`src/rtl/uart_rx_ctrl_pkg.sv`:
```
// Shared types for the uart_rx_ctrl slice: controller state encoding and the
// layout of one received word as stored in the receive FIFO.
package uart_pkg;

  localparam int unsigned RX_DATA_BITS = 8;

  typedef enum logic [1:0] {
    OFF  = 2'd0,
    HUNT = 2'd1,
    RUN  = 2'd2
  } rx_ctrl_state_e;

  typedef struct packed {
    logic                    frame_err;
    logic                    parity_err;
    logic [RX_DATA_BITS-1:0] data;
  } rx_word_t;

endpackage

```
`src/rtl/uart_rx_ctrl_fifo.sv`:
```
// uart_sync_fifo: first-word-fall-through synchronous FIFO with occupancy count.
// A push while full is accepted only when a pop happens in the same cycle.
module uart_sync_fifo
  import uart_pkg::*;
#(
  parameter int unsigned WIDTH = $bits(rx_word_t),
  parameter int unsigned DEPTH = 8
) (
  input  logic                       clk,
  input  logic                       reset_n,
  input  logic                       push_i,
  input  logic [WIDTH-1:0]           push_data_i,
  input  logic                       pop_i,
  output logic                       full_o,
  output logic                       valid_o,
  output logic [WIDTH-1:0]           head_o,
  output logic [$clog2(DEPTH+1)-1:0] count_o
);

  localparam int unsigned PTR_W = $clog2(DEPTH);
  localparam int unsigned CNT_W = $clog2(DEPTH + 1);

  if (DEPTH < 2 || (DEPTH & (DEPTH - 1)) != 0) begin : g_depth_check
    $fatal(1, "uart_sync_fifo: DEPTH must be a power of two >= 2");
  end

  logic [WIDTH-1:0] mem_q [DEPTH];
  logic [PTR_W-1:0] wr_q, rd_q;
  logic [CNT_W-1:0] count_q;
  logic             do_push, do_pop;

  assign valid_o = (count_q != '0);
  assign full_o  = (count_q == CNT_W'(DEPTH));
  assign do_pop  = pop_i & valid_o;
  assign do_push = push_i & (~full_o | do_pop);
  assign head_o  = valid_o ? mem_q[rd_q] : '0;
  assign count_o = count_q;

  always_ff @(posedge clk) begin
    if (do_push) begin
      mem_q[wr_q] <= push_data_i;
    end
  end

  // Pointers wrap naturally because DEPTH is a power of two.
  always_ff @(posedge clk or negedge reset_n) begin
    if (!reset_n) begin
      wr_q    <= '0;
      rd_q    <= '0;
      count_q <= '0;
    end else begin
      if (do_push) wr_q <= wr_q + PTR_W'(1);
      if (do_pop)  rd_q <= rd_q + PTR_W'(1);
      case ({do_push, do_pop})
        2'b10:   count_q <= count_q + CNT_W'(1);
        2'b01:   count_q <= count_q - CNT_W'(1);
        default: count_q <= count_q;
      endcase
    end
  end

endmodule

```
`src/rtl/uart_rx_ctrl.sv`:
```
// uart_rx_ctrl: pad synchroniser, 16x tick generator, idle-hunt FSM and receive FIFO
// in front of a uart_rx core. Define UART_RX_CTRL_ERR_DROP_EN to discard errored words.
module uart_rx_ctrl
  import uart_pkg::*;
#(
  parameter int unsigned DATA_BITS  = RX_DATA_BITS,
  parameter int unsigned OVS_FACTOR = 16,
  parameter int unsigned DIV_WIDTH  = 16,
  parameter int unsigned FIFO_DEPTH = 8
) (
  input  logic                            clk,
  input  logic                            reset_n,
  input  logic                            cfg_rx_en,
  input  logic                            cfg_parity_en,
  input  logic [DIV_WIDTH-1:0]            baud_div,
  input  logic                            rx_pad,
  output logic                            core_reset,
  output logic                            core_tick_16x,
  output logic                            core_rx_pin,
  output logic                            core_parity_en,
  input  logic [DATA_BITS-1:0]            core_rx_data,
  input  logic                            core_data_ready,
  input  logic                            core_parity_err,
  input  logic                            core_frame_err,
  output logic                            rd_valid,
  input  logic                            rd_ready,
  output logic [DATA_BITS-1:0]            rd_data,
  output logic                            rd_parity_err,
  output logic                            rd_frame_err,
  output logic [$clog2(FIFO_DEPTH+1)-1:0] fifo_count,
  output logic                            overrun,
  input  logic                            clr_overrun,
  output logic                            irq
`ifdef UART_RX_CTRL_ERR_DROP_EN
  ,
  output logic [7:0]                      err_drop_count
`endif
);

  localparam logic [1:0] ST_OFF  = OFF;
  localparam logic [1:0] ST_HUNT = HUNT;
  localparam logic [1:0] ST_RUN  = RUN;

  localparam int unsigned HUNT_TICKS = OVS_FACTOR * (DATA_BITS + 3);
  localparam int unsigned HUNT_W     = $clog2(HUNT_TICKS + 1);
  localparam int unsigned WORD_W     = DATA_BITS + 2;

  logic                 sync1_q, sync2_q;
  logic [DIV_WIDTH-1:0] div_cnt_q, div_cnt_d;
  logic [1:0]           state_q, state_d;
  logic [HUNT_W-1:0]    hunt_cnt_q, hunt_cnt_d;
  logic                 core_reset_q, parity_q, ready_prev_q, overrun_q;
  logic                 tick, push_req, fifo_push, fifo_pop, fifo_full;
  logic [WORD_W-1:0]    fifo_head;

  assign tick           = (state_q != ST_OFF) && (div_cnt_q >= baud_div);
  assign core_tick_16x  = tick;
  assign core_rx_pin    = sync2_q;
  assign core_reset     = core_reset_q;
  assign core_parity_en = parity_q;

  always_comb begin
    div_cnt_d = div_cnt_q + DIV_WIDTH'(1);
    if (state_q == ST_OFF || tick) begin
      div_cnt_d = '0;
    end
  end

  // The line must stay idle for a full frame's worth of ticks before the core is released.
  always_comb begin
    state_d    = state_q;
    hunt_cnt_d = hunt_cnt_q;
    case (state_q)
      ST_OFF: begin
        hunt_cnt_d = '0;
        if (cfg_rx_en) state_d = ST_HUNT;
      end
      ST_HUNT: begin
        if (!sync2_q) begin
          hunt_cnt_d = '0;
        end else if (tick) begin
          if (hunt_cnt_q == HUNT_W'(HUNT_TICKS - 1)) begin
            hunt_cnt_d = '0;
            state_d    = ST_RUN;
          end else begin
            hunt_cnt_d = hunt_cnt_q + HUNT_W'(1);
          end
        end
      end
      ST_RUN:  hunt_cnt_d = '0;
      default: begin
        hunt_cnt_d = '0;
        state_d    = ST_OFF;
      end
    endcase
    if (!cfg_rx_en) state_d = ST_OFF;
  end

  always_ff @(posedge clk or negedge reset_n) begin
    if (!reset_n) begin
      sync1_q      <= 1'b1;
      sync2_q      <= 1'b1;
      div_cnt_q    <= '0;
      state_q      <= ST_OFF;
      hunt_cnt_q   <= '0;
      core_reset_q <= 1'b1;
      parity_q     <= 1'b0;
      ready_prev_q <= 1'b0;
      overrun_q    <= 1'b0;
    end else begin
      sync1_q      <= rx_pad;
      sync2_q      <= sync1_q;
      div_cnt_q    <= div_cnt_d;
      state_q      <= state_d;
      hunt_cnt_q   <= hunt_cnt_d;
      core_reset_q <= (state_d != ST_RUN);
      ready_prev_q <= core_data_ready;
      if (state_q == ST_OFF && cfg_rx_en) parity_q <= cfg_parity_en;
      overrun_q    <= (fifo_push & fifo_full & ~fifo_pop) | (overrun_q & ~clr_overrun);
    end
  end

  assign push_req = core_data_ready & ~ready_prev_q & (state_q == ST_RUN);
  assign fifo_pop = rd_valid & rd_ready;

`ifdef UART_RX_CTRL_ERR_DROP_EN
  logic       has_err;
  logic [7:0] drop_cnt_q;

  assign has_err        = core_parity_err | core_frame_err;
  assign fifo_push      = push_req & ~has_err;
  assign err_drop_count = drop_cnt_q;

  always_ff @(posedge clk or negedge reset_n) begin
    if (!reset_n) begin
      drop_cnt_q <= '0;
    end else if (clr_overrun) begin
      drop_cnt_q <= '0;
    end else if (push_req && has_err && drop_cnt_q != 8'hFF) begin
      drop_cnt_q <= drop_cnt_q + 8'd1;
    end
  end
`else
  assign fifo_push = push_req;
`endif

  uart_sync_fifo #(
    .WIDTH (WORD_W),
    .DEPTH (FIFO_DEPTH)
  ) u_fifo (
    .clk         (clk),
    .reset_n     (reset_n),
    .push_i      (fifo_push),
    .push_data_i ({core_frame_err, core_parity_err, core_rx_data}),
    .pop_i       (fifo_pop),
    .full_o      (fifo_full),
    .valid_o     (rd_valid),
    .head_o      (fifo_head),
    .count_o     (fifo_count)
  );

  assign rd_data       = fifo_head[DATA_BITS-1:0];
  assign rd_parity_err = fifo_head[DATA_BITS];
  assign rd_frame_err  = fifo_head[DATA_BITS+1];
  assign overrun       = overrun_q;
  assign irq           = rd_valid | overrun_q;

endmodule

```
`config.mk`:
```
export PLATFORM = sky130hd
export DESIGN_NAME = uart_rx_ctrl
export DESIGN_NICKNAME = d
export VERILOG_FILES = /design/src/rtl/uart_rx_ctrl_pkg.sv /design/src/rtl/uart_rx_ctrl_fifo.sv /design/src/rtl/uart_rx_ctrl.sv
export SDC_FILE = /design/constraint.sdc
export NUM_CORES = 1
export LEC_CHECK = 0
export CORE_MARGIN = 5
export CORE_UTILIZATION = 45
export CTS_CLUSTER_DIAMETER = 30
export DETAILED_ROUTE_END_ITERATION = 8
export PLACE_DENSITY = 0.68
export SYNTH_ARGS = -nofsm -noshare
export SYNTH_HDL_FRONTEND = slang
export SYNTH_SLANG_ARGS = --single-unit
```
`constraint.sdc`:
```
create_clock -name clk -period 2.46 [get_ports clk]
set_clock_uncertainty 0.05 [all_clocks]
set_input_delay 0.492 -clock clk [delete_from_list [all_inputs] [get_ports clk]]
set_output_delay 0.492 -clock clk [all_outputs]
set_load 0.05 [all_outputs]
```
==> reports/qor.yml <==
crit_path_end: "core_tick_16x"
intPower_mw: 4.94
crit_buf_inv: 1
drc: 0
drtAntennaViolNets: 0
post-route-util: 0.629
rrSetupSlack_ns: -0.26
crit_type: "flip-flop to output pin"
syn-cell-area_um2: 5660
final.period_utilization: 1.22
synth_top_family_by_area: "simple AND/OR/NAND/NOR gates"
ir_worst_vdd_v: 0.000443
rows: 41
p_leak_nw: 3.08
slew_viol_final: 0
r2r-start: "div_cnt_q[0]"
root_buffer: "clkbuf_16"
synth.avg_cell_area_um2: 14.5
first_iter_violations: 252
critPathArrivalTime_ns: 2.46
wl_per_cell_um: 17.6
crit_family: "simple AND/OR/NAND/NOR gates"
cts_max_level: 4
combPwrFrac: 0.354
gp_congestion: 0.865
min_period_ns: 3.01
grt_overflow: 0
worstSetupStartpoint: "div_cnt_q[13]"
start_util: 0.454
ys_types: 53
synthXorXnorAreaFrac: 0.0325
insertion_delay_ns: 0.41
max_slew_margin: 0.656
yosys_warnings: 0
status: "finished, violations left"
synth-compound-area-share: 0.0557
yosys_register_bits: 122
path_clk_slew_ns: 0.06
post_drt_via_cell_ratio: 5.22
cp_slowest_cell: "or3_4"
synth_top_flop_cell: "edfxtp_1"
grt_first_pass_wirelength_um: 19800
synthToLayoutAreaGrowth_pct: 38.5
cts_max_path_buffers: 2
hold_viol_final: 0
pre_cts_ws_ns: -0.709
fill_cells: 944
drtPass1Iterations: 4
layout_setup_ws_ns: -0.546
dp_hpwl_um: 8190
hold_path.class: "input port to flip-flop"
sw_frac_of_total: 0.333
cp.required_ns: 1.92
ys_seq_area_frac: 0.611
ios: 55
wl_um: 12500
p_sw_mw: 2.47
drive_gt1_frac: 0.372
max_stage_delay_ns: 0.46
cts_made_buffers: 17
reg2reg_to: "div_cnt_q[0]"
grt_pass1_vias: 3878
tightest_slew_ns: 0.514
cp_num_cells: 7
crit_fanout: 4
rr_worst_depth: 11
crit_path_start_kind: "flip-flop"
async_reset_ff_frac: 0.344
path_cells: "ha_4, nand4_1, or3_4, o32ai_4, nor3_4, nor2_4, buf_12"
seqPwrFrac: 0.321
regArea_um2: 3460
dieArea_um2: 14900
fp.coreArea_um2: 12500
synthAdderAreaFrac: 0.0544
cts_tree: "done"
fp.dieH_um: 122
vias: 3706
grt_antenna_before_repair: 0
diodes: 0
fp.dieW_um: 122
grt_usage: 0.177
cap_viol_max_count: 0
synth_nets: 448
max_clock_freq_mhz: 333
fin_cells: 710
grt_max_degree: 23
synth.mux.area_fraction: 0.107
netlist_instances: 390
multi_input_area_um2: 2290
yosys.area_share.simple: 0.113
cts_num_sinks: 122
violations: "setup timing"
dp_cells: 664
setup_violations: 29
nNetsFinal: 583
end_kind: "output pin"
p_per_area_nw_per_um2: 945
p_clk_frac: 0.325
rsz0062_at_grt: "true"
synth_edf_count: 80
io_buffers: 54
==> cell families after synthesis <==
family	after synthesis
and+or+nand+nor	117
DFF	122
buffers and inverters	34
muxes	35
adders and majority gates	24
xor gates and xnor gates	21
AOI/OAI and AO/OA	37
==> area by class of cell <==
cell class | count | share of cell area
Timing Repair Buffer | 125 | 0.153
Clock buffer | 17 | 0.0543
Tap cell | 172 | 0.0275
Inverter | 25 | 0.0120
Clock inverter | 15 | 0.0190
Sequential cell | 122 | 0.442
Multi-Input combinational cell | 234 | 0.293
==> how the worst min path moves through the flow <==
| stage | from | end | slack, ns | cells past startpoint |
|---|---|---|---|---|
| after floorplan | reset_n | core_parity_en | 0.15 | 0 |
| after global placement | sync1_q | core_rx_pin | 0.30 | 0 |
| after detailed placement | sync1_q | core_rx_pin | 0.30 | 0 |
| after CTS | sync1_q | core_rx_pin | 0.31 | 0 |
| after global routing | core_data_ready | ready_prev_q | 0.25 | 1 |
| final | core_data_ready | ready_prev_q | 0.26 | 1 |
==> cells in the final DEF, fill, tap and decap left out, drive strengths merged, types with 6 or more instances in the layout <==
master          n
buf            83
clkinv          9
xnor2          13
nand2b          6
a21oi           7
clkbuf         18
nand2          23
nor3            7
nand3          10
o21ai           6
nand4           6
inv            28
edfxtp         80
mux4           20
nor2           43
ha             23
xor2            8
clkdlybuf4s50  33
dfrtp          39
mux2i          13
==> power groups by stage <==
stage                     logic [mW]  clock network (mW)  registers, mW
after floorplan                 1.48                   0           2.51
after global placement          2.30                   0           2.40
after detailed placement        2.34                   0           2.40
after CTS                       2.75                2.44           2.37
after global routing            2.81                2.54           2.39
final                           2.62                2.41           2.38
==> synth_stat cells, types with 2 or more instances <==
cell type / number / share of area
xnor2_1: 13 / 0.020
a41oi_1: 2 / 0.0031
edfxtp_1: 80 / 0.42
nand4bb_1: 2 / 0.0040
o221a_2: 3 / 0.0060
and3_1: 5 / 0.0055
nand2b_1: 5 / 0.0055
mux2_2: 2 / 0.0040
o31a_1: 3 / 0.0046
clkbuf_1: 5 / 0.0033
mux2i_1: 13 / 0.023
nor2_2: 2 / 0.0022
o21ai_0: 5 / 0.0044
nand4_1: 6 / 0.0066
nand3_1: 10 / 0.0088
nor2_1: 33 / 0.022
nor3_1: 7 / 0.0062
o31ai_1: 3 / 0.0040
nor2b_1: 3 / 0.0033
a41o_1: 2 / 0.0035
nor4_1: 2 / 0.0022
xor2_1: 8 / 0.012
a21oi_1: 6 / 0.0053
dfstp_2: 3 / 0.014
dfrtp_1: 39 / 0.17
ha_1: 23 / 0.051
or2_2: 2 / 0.0022
mux4_2: 20 / 0.080
buf_2: 2 / 0.0018
nor2_4: 8 / 0.016
nand2_1: 23 / 0.015
inv_1: 25 / 0.017
a21o_1: 2 / 0.0027
or3_1: 4 / 0.0044
==> per-layer routing <==
layer  up-vias  wire length [um]  track usage  part of all wire
li1       1732                 -            -                 -
met1      1859              5300        0.230              0.43
met2       101              6360        0.288              0.51
met3        14               653       0.0529             0.052
met4         0               148       0.0539             0.012
met5         -                 0            0                 0
==> metrics by stage <==
| stage | power, mW | TNS (ns) | hold slack [ns] | instance area (um^2) |
|---|---|---|---|---|
| floorplan | 3.99 | -0.0712 | 0.146 | 5750 |
| global placement | 4.69 | -15.47 | 0.296 | 6890 |
| global route | 7.74 | -8.00 | 0.249 | 7840 |
| CTS | 7.56 | -5.05 | 0.307 | 7720 |
| finish | 7.40 | -5.14 | 0.261 | 7840 |
| detailed placement | 4.74 | -17.43 | 0.299 | 6890 |
==> what timing repair did <==
| action | 4_1_cts | 5_1_grt |
|---|---|---|
| cloned | 3 | 1 |
| setup buffers | 8 | 5 |
| hold buffers | 1 | 0 |
| pin swaps | 12 | 28 |
| setup endpoints to repair | 33 | 35 |
| gates resized for setup | 25 | 34 |
| hold endpoints to repair | 13 | 0 |
==> registers in the layout, indices dropped and copies added (netlist names), 2 cells and up <==
register and count:
u_fifo.rd_q 3, div_cnt_q 16, u_fifo.mem_q 80, u_fifo.wr_q 3, u_fifo.count_o 4, state_q 2
hunt_cnt_q 8
(Power assumes the default switching activity.)
==> variant (config.mk and constraints unchanged) <==
One comparison of `hunt_cnt_q` changes from == to >=.
--- a/src/rtl/uart_rx_ctrl.sv
+++ b/src/rtl/uart_rx_ctrl.sv
@@ -79,7 +79,7 @@
         if (!sync2_q) begin
           hunt_cnt_d = '0;
         end else if (tick) begin
-          if (hunt_cnt_q == HUNT_W'(HUNT_TICKS - 1)) begin
+          if (hunt_cnt_q >= HUNT_W'(HUNT_TICKS - 1)) begin
             hunt_cnt_d = '0;
             state_d    = ST_RUN;
           end else begin
Function: same outputs for any inputs over 10 cycles, from zero or initial values and one cycle with reset_n low; that may be too few to reach the edited logic, so the function may still have changed.
==> variant against the original RTL <==
The run still ends with negative setup slack left; routed wire length shrank 4.9%; cell count shrank 9.3%; synthesized area shrank 2.5%; sequential cell count is the same; worst setup slack gained 0.11 ns; first-iteration DRC count shrank 5.2%; cell area shrank 6.5%.
Power is not compared: it rests on default switching activity, and its combinational part moved more than twofold at a synthesized area within 25%.
==> variant: results (changes against the original RTL) <==
| Metric | Value |
|---|---|
| GRT Overall Usage | `17.83% (+0.14 points)` |
| Global-route wire length before repair | `19480 um (-1.6%)` |
| Post-DP HPWL | `7381 um (-9.9%)` |
| 1st-iter DRT viols | `239 (-5.2%)` |
| VDD IR max | `459.2 uV` |
| Post-synth ARST share | `34.43% (unchanged)` |
| Worst setup margin | `-0.4342 ns (+0.1118 ns)` |
| WP data arrival | `2.35 ns (-0.11 ns)` |
| Final setup violation count | `11 (-62%)` |
| CTS buffer count | `17 (unchanged)` |
| Switching share of power | `20.15%` |
| Cells on worst reg2reg path | `8 (-3)` |
| Distinct cells, synth | `51 (-3.8%)` |
| First-pass detailed-route iteration total | `4 (unchanged)` |
| Syn. warnings | `0 (unchanged)` |
| R2R Setup Slk | `0.07 ns (+0.33 ns)` |
| RD Place Congestion | `0.7727 (-11%)` |
| Largest stage delay on the critical path | `0.46 ns (about the same)` |
| Clock Latency Late Sink | `0.41 ns (about the same)` |
| Nets | `541 (-7.2%)` |
| Worst R2R End | `div_cnt_q[12]` |
| Filler Cell Count | `927 (-1.8%)` |
| Vias/cell | `5.351 (+2.5%)` |
| DP Cell Count | `601 (-9.5%)` |
| Drt wl/cell | `18.41 um (+4.9%)` |
| Pre-CTS setup slack | `-0.7471 ns (-0.03791 ns)` |
| Leak pwr | `0.002878 uW` |
| Crit path max-delay cell type | `a2111o_1` |
| Worst slew pin tran | `0.5594 ns (+0.04571 ns)` |
| Fraction of layout cells with a size suffix above 1 | `27.36% (-9.8 points)` |
| Largest registers | `u_fifo.mem_q (80), div_cnt_q (16), hunt_cnt_q (8)` |
| Port-buffer cells | `54 (unchanged)` |
| Worst hold path class | `in -> async` |
| FF-to-FF Start | `div_cnt_q[5]` |
| Final WL | `11860 um (-4.9%)` |
| Root Buffer | `clkbuf_16` |
| Synth Net Count | `436 (-2.7%)` |
| H-tree depth | `4 (unchanged)` |
| Largest net degree at the start of global routing | `43 (+87%)` |
| Worst-path clk slew | `0.05 ns` |
| Initial antenna violation count | `0 (unchanged)` |
| Clock Path Buffers | `2 (unchanged)` |
| Top post-synthesis cells by count | `edfxtp_1, dfrtp_1, nor2_1` |
| Ant. Diodes | `0 (unchanged)` |
| Vias in the first global route | `3659 (-5.6%)` |
| Cells after Synth | `379 (-2.8%)` |
| Top cells by area, synth | `edfxtp_1, dfrtp_1, mux4_2` |
| Seq/Total Area, Yosys | `62.67% (+1.6 points)` |
| Outcome | `finished, violations left` |
| Critical-path maximum fanout | `2 (-2)` |
| Failing checks | `negative setup slack` |
| Final Hold Slack | `0.1089 ns (-0.1519 ns)` |
| EDFF count, synth | `80 (unchanged)` |
## variant: per-layer routing
| metal | wire [um] | share of wire (%) | GRT usage [%] | vias up |
|---|---|---|---|---|
| li1 | - | - | - | 1628 |
| met1 | 4779 | 40 | 22.01 | 1716 |
| met2 | 6240 | 53 | 30.49 | 90 |
| met3 | 708 | 6.0 | 5.239 | 12 |
| met4 | 126 | 1.1 | 5.170 | 0 |
| met5 | 0 | 0 | 0 | - |
## variant: worst max path at each step
stage               slack (ns)                 to              start  cells after the start
detailed placement       -0.75      core_tick_16x        baud_div[5]                      9
finish                   -0.43      core_tick_16x        baud_div[5]                      9
global placement         -0.73      core_tick_16x        baud_div[5]                      9
CTS                      -0.54      core_tick_16x       div_cnt_q[0]                      8
floorplan                -0.13  u_fifo.count_o[3]  u_fifo.count_o[1]                     10
global route             -0.52      core_tick_16x        baud_div[5]                      9
## variant: power groups by stage
stage | registers, uW | logic (uW) | clock network (uW)
after global routing | 2210 | 208 | 2630
after CTS | 2210 | 186 | 2500
final | 2210 | 188 | 2470
after floorplan | 2260 | 60.0 | 0
after detailed placement | 2250 | 179 | 0
after global placement | 2250 | 173 | 0
## variant: cell type report
class,instances,area (sq um),share of cell area (%)
timing repair buffer,95,1003,13.69
clock buffer,20,436.7,5.957
sequential,122,3458,47.18
inverter,24,97.59,1.331
tap,147,183.9,2.509
clock inverter,12,148.9,2.031
multi-input combinational,224,2002,27.31
## variant: cell families (layout without fill, tap and decap cells)
kind of cell	count (synthesis)	in the layout	synth area share, %
muxes	34	34	10.75
buffers and inverters	34	151	2.722
and+or+nand+nor	106	106	9.730
DFF	122	122	62.67
AOI/OAI and AO/OA	39	40	5.444
xor gates and xnor gates	21	21	3.334
adders and majority gates	23	23	5.353
## variant: metrics by stage
step / TNS [ns] / instance area (sq um) / power, uW
global route: -2.558 / 7331 / 5044
finish: -0.8367 / 7331 / 4862
CTS: -1.952 / 7300 / 4891
global placement: -26.27 / 6481 / 2420
detailed placement: -27.90 / 6481 / 2427
floorplan: -0.1955 / 5559 / 2322
## variant: repair_timing
action,in CTS,in global routing
pin swaps,7,13
setup buffers,5,3
gates cloned,4,0
resized for setup,22,11
setup endpoints to repair,38,36
## variant: critical path, delay by kind of cell
| family | cells | cell delay (ns) |
|---|---|---|
| buf+inv | 3 | 0.48 |
| fa+ha+maj | 1 | 0.22 |
| simple gates | 2 | 0.41 |
| compound gates | 3 | 0.74 |
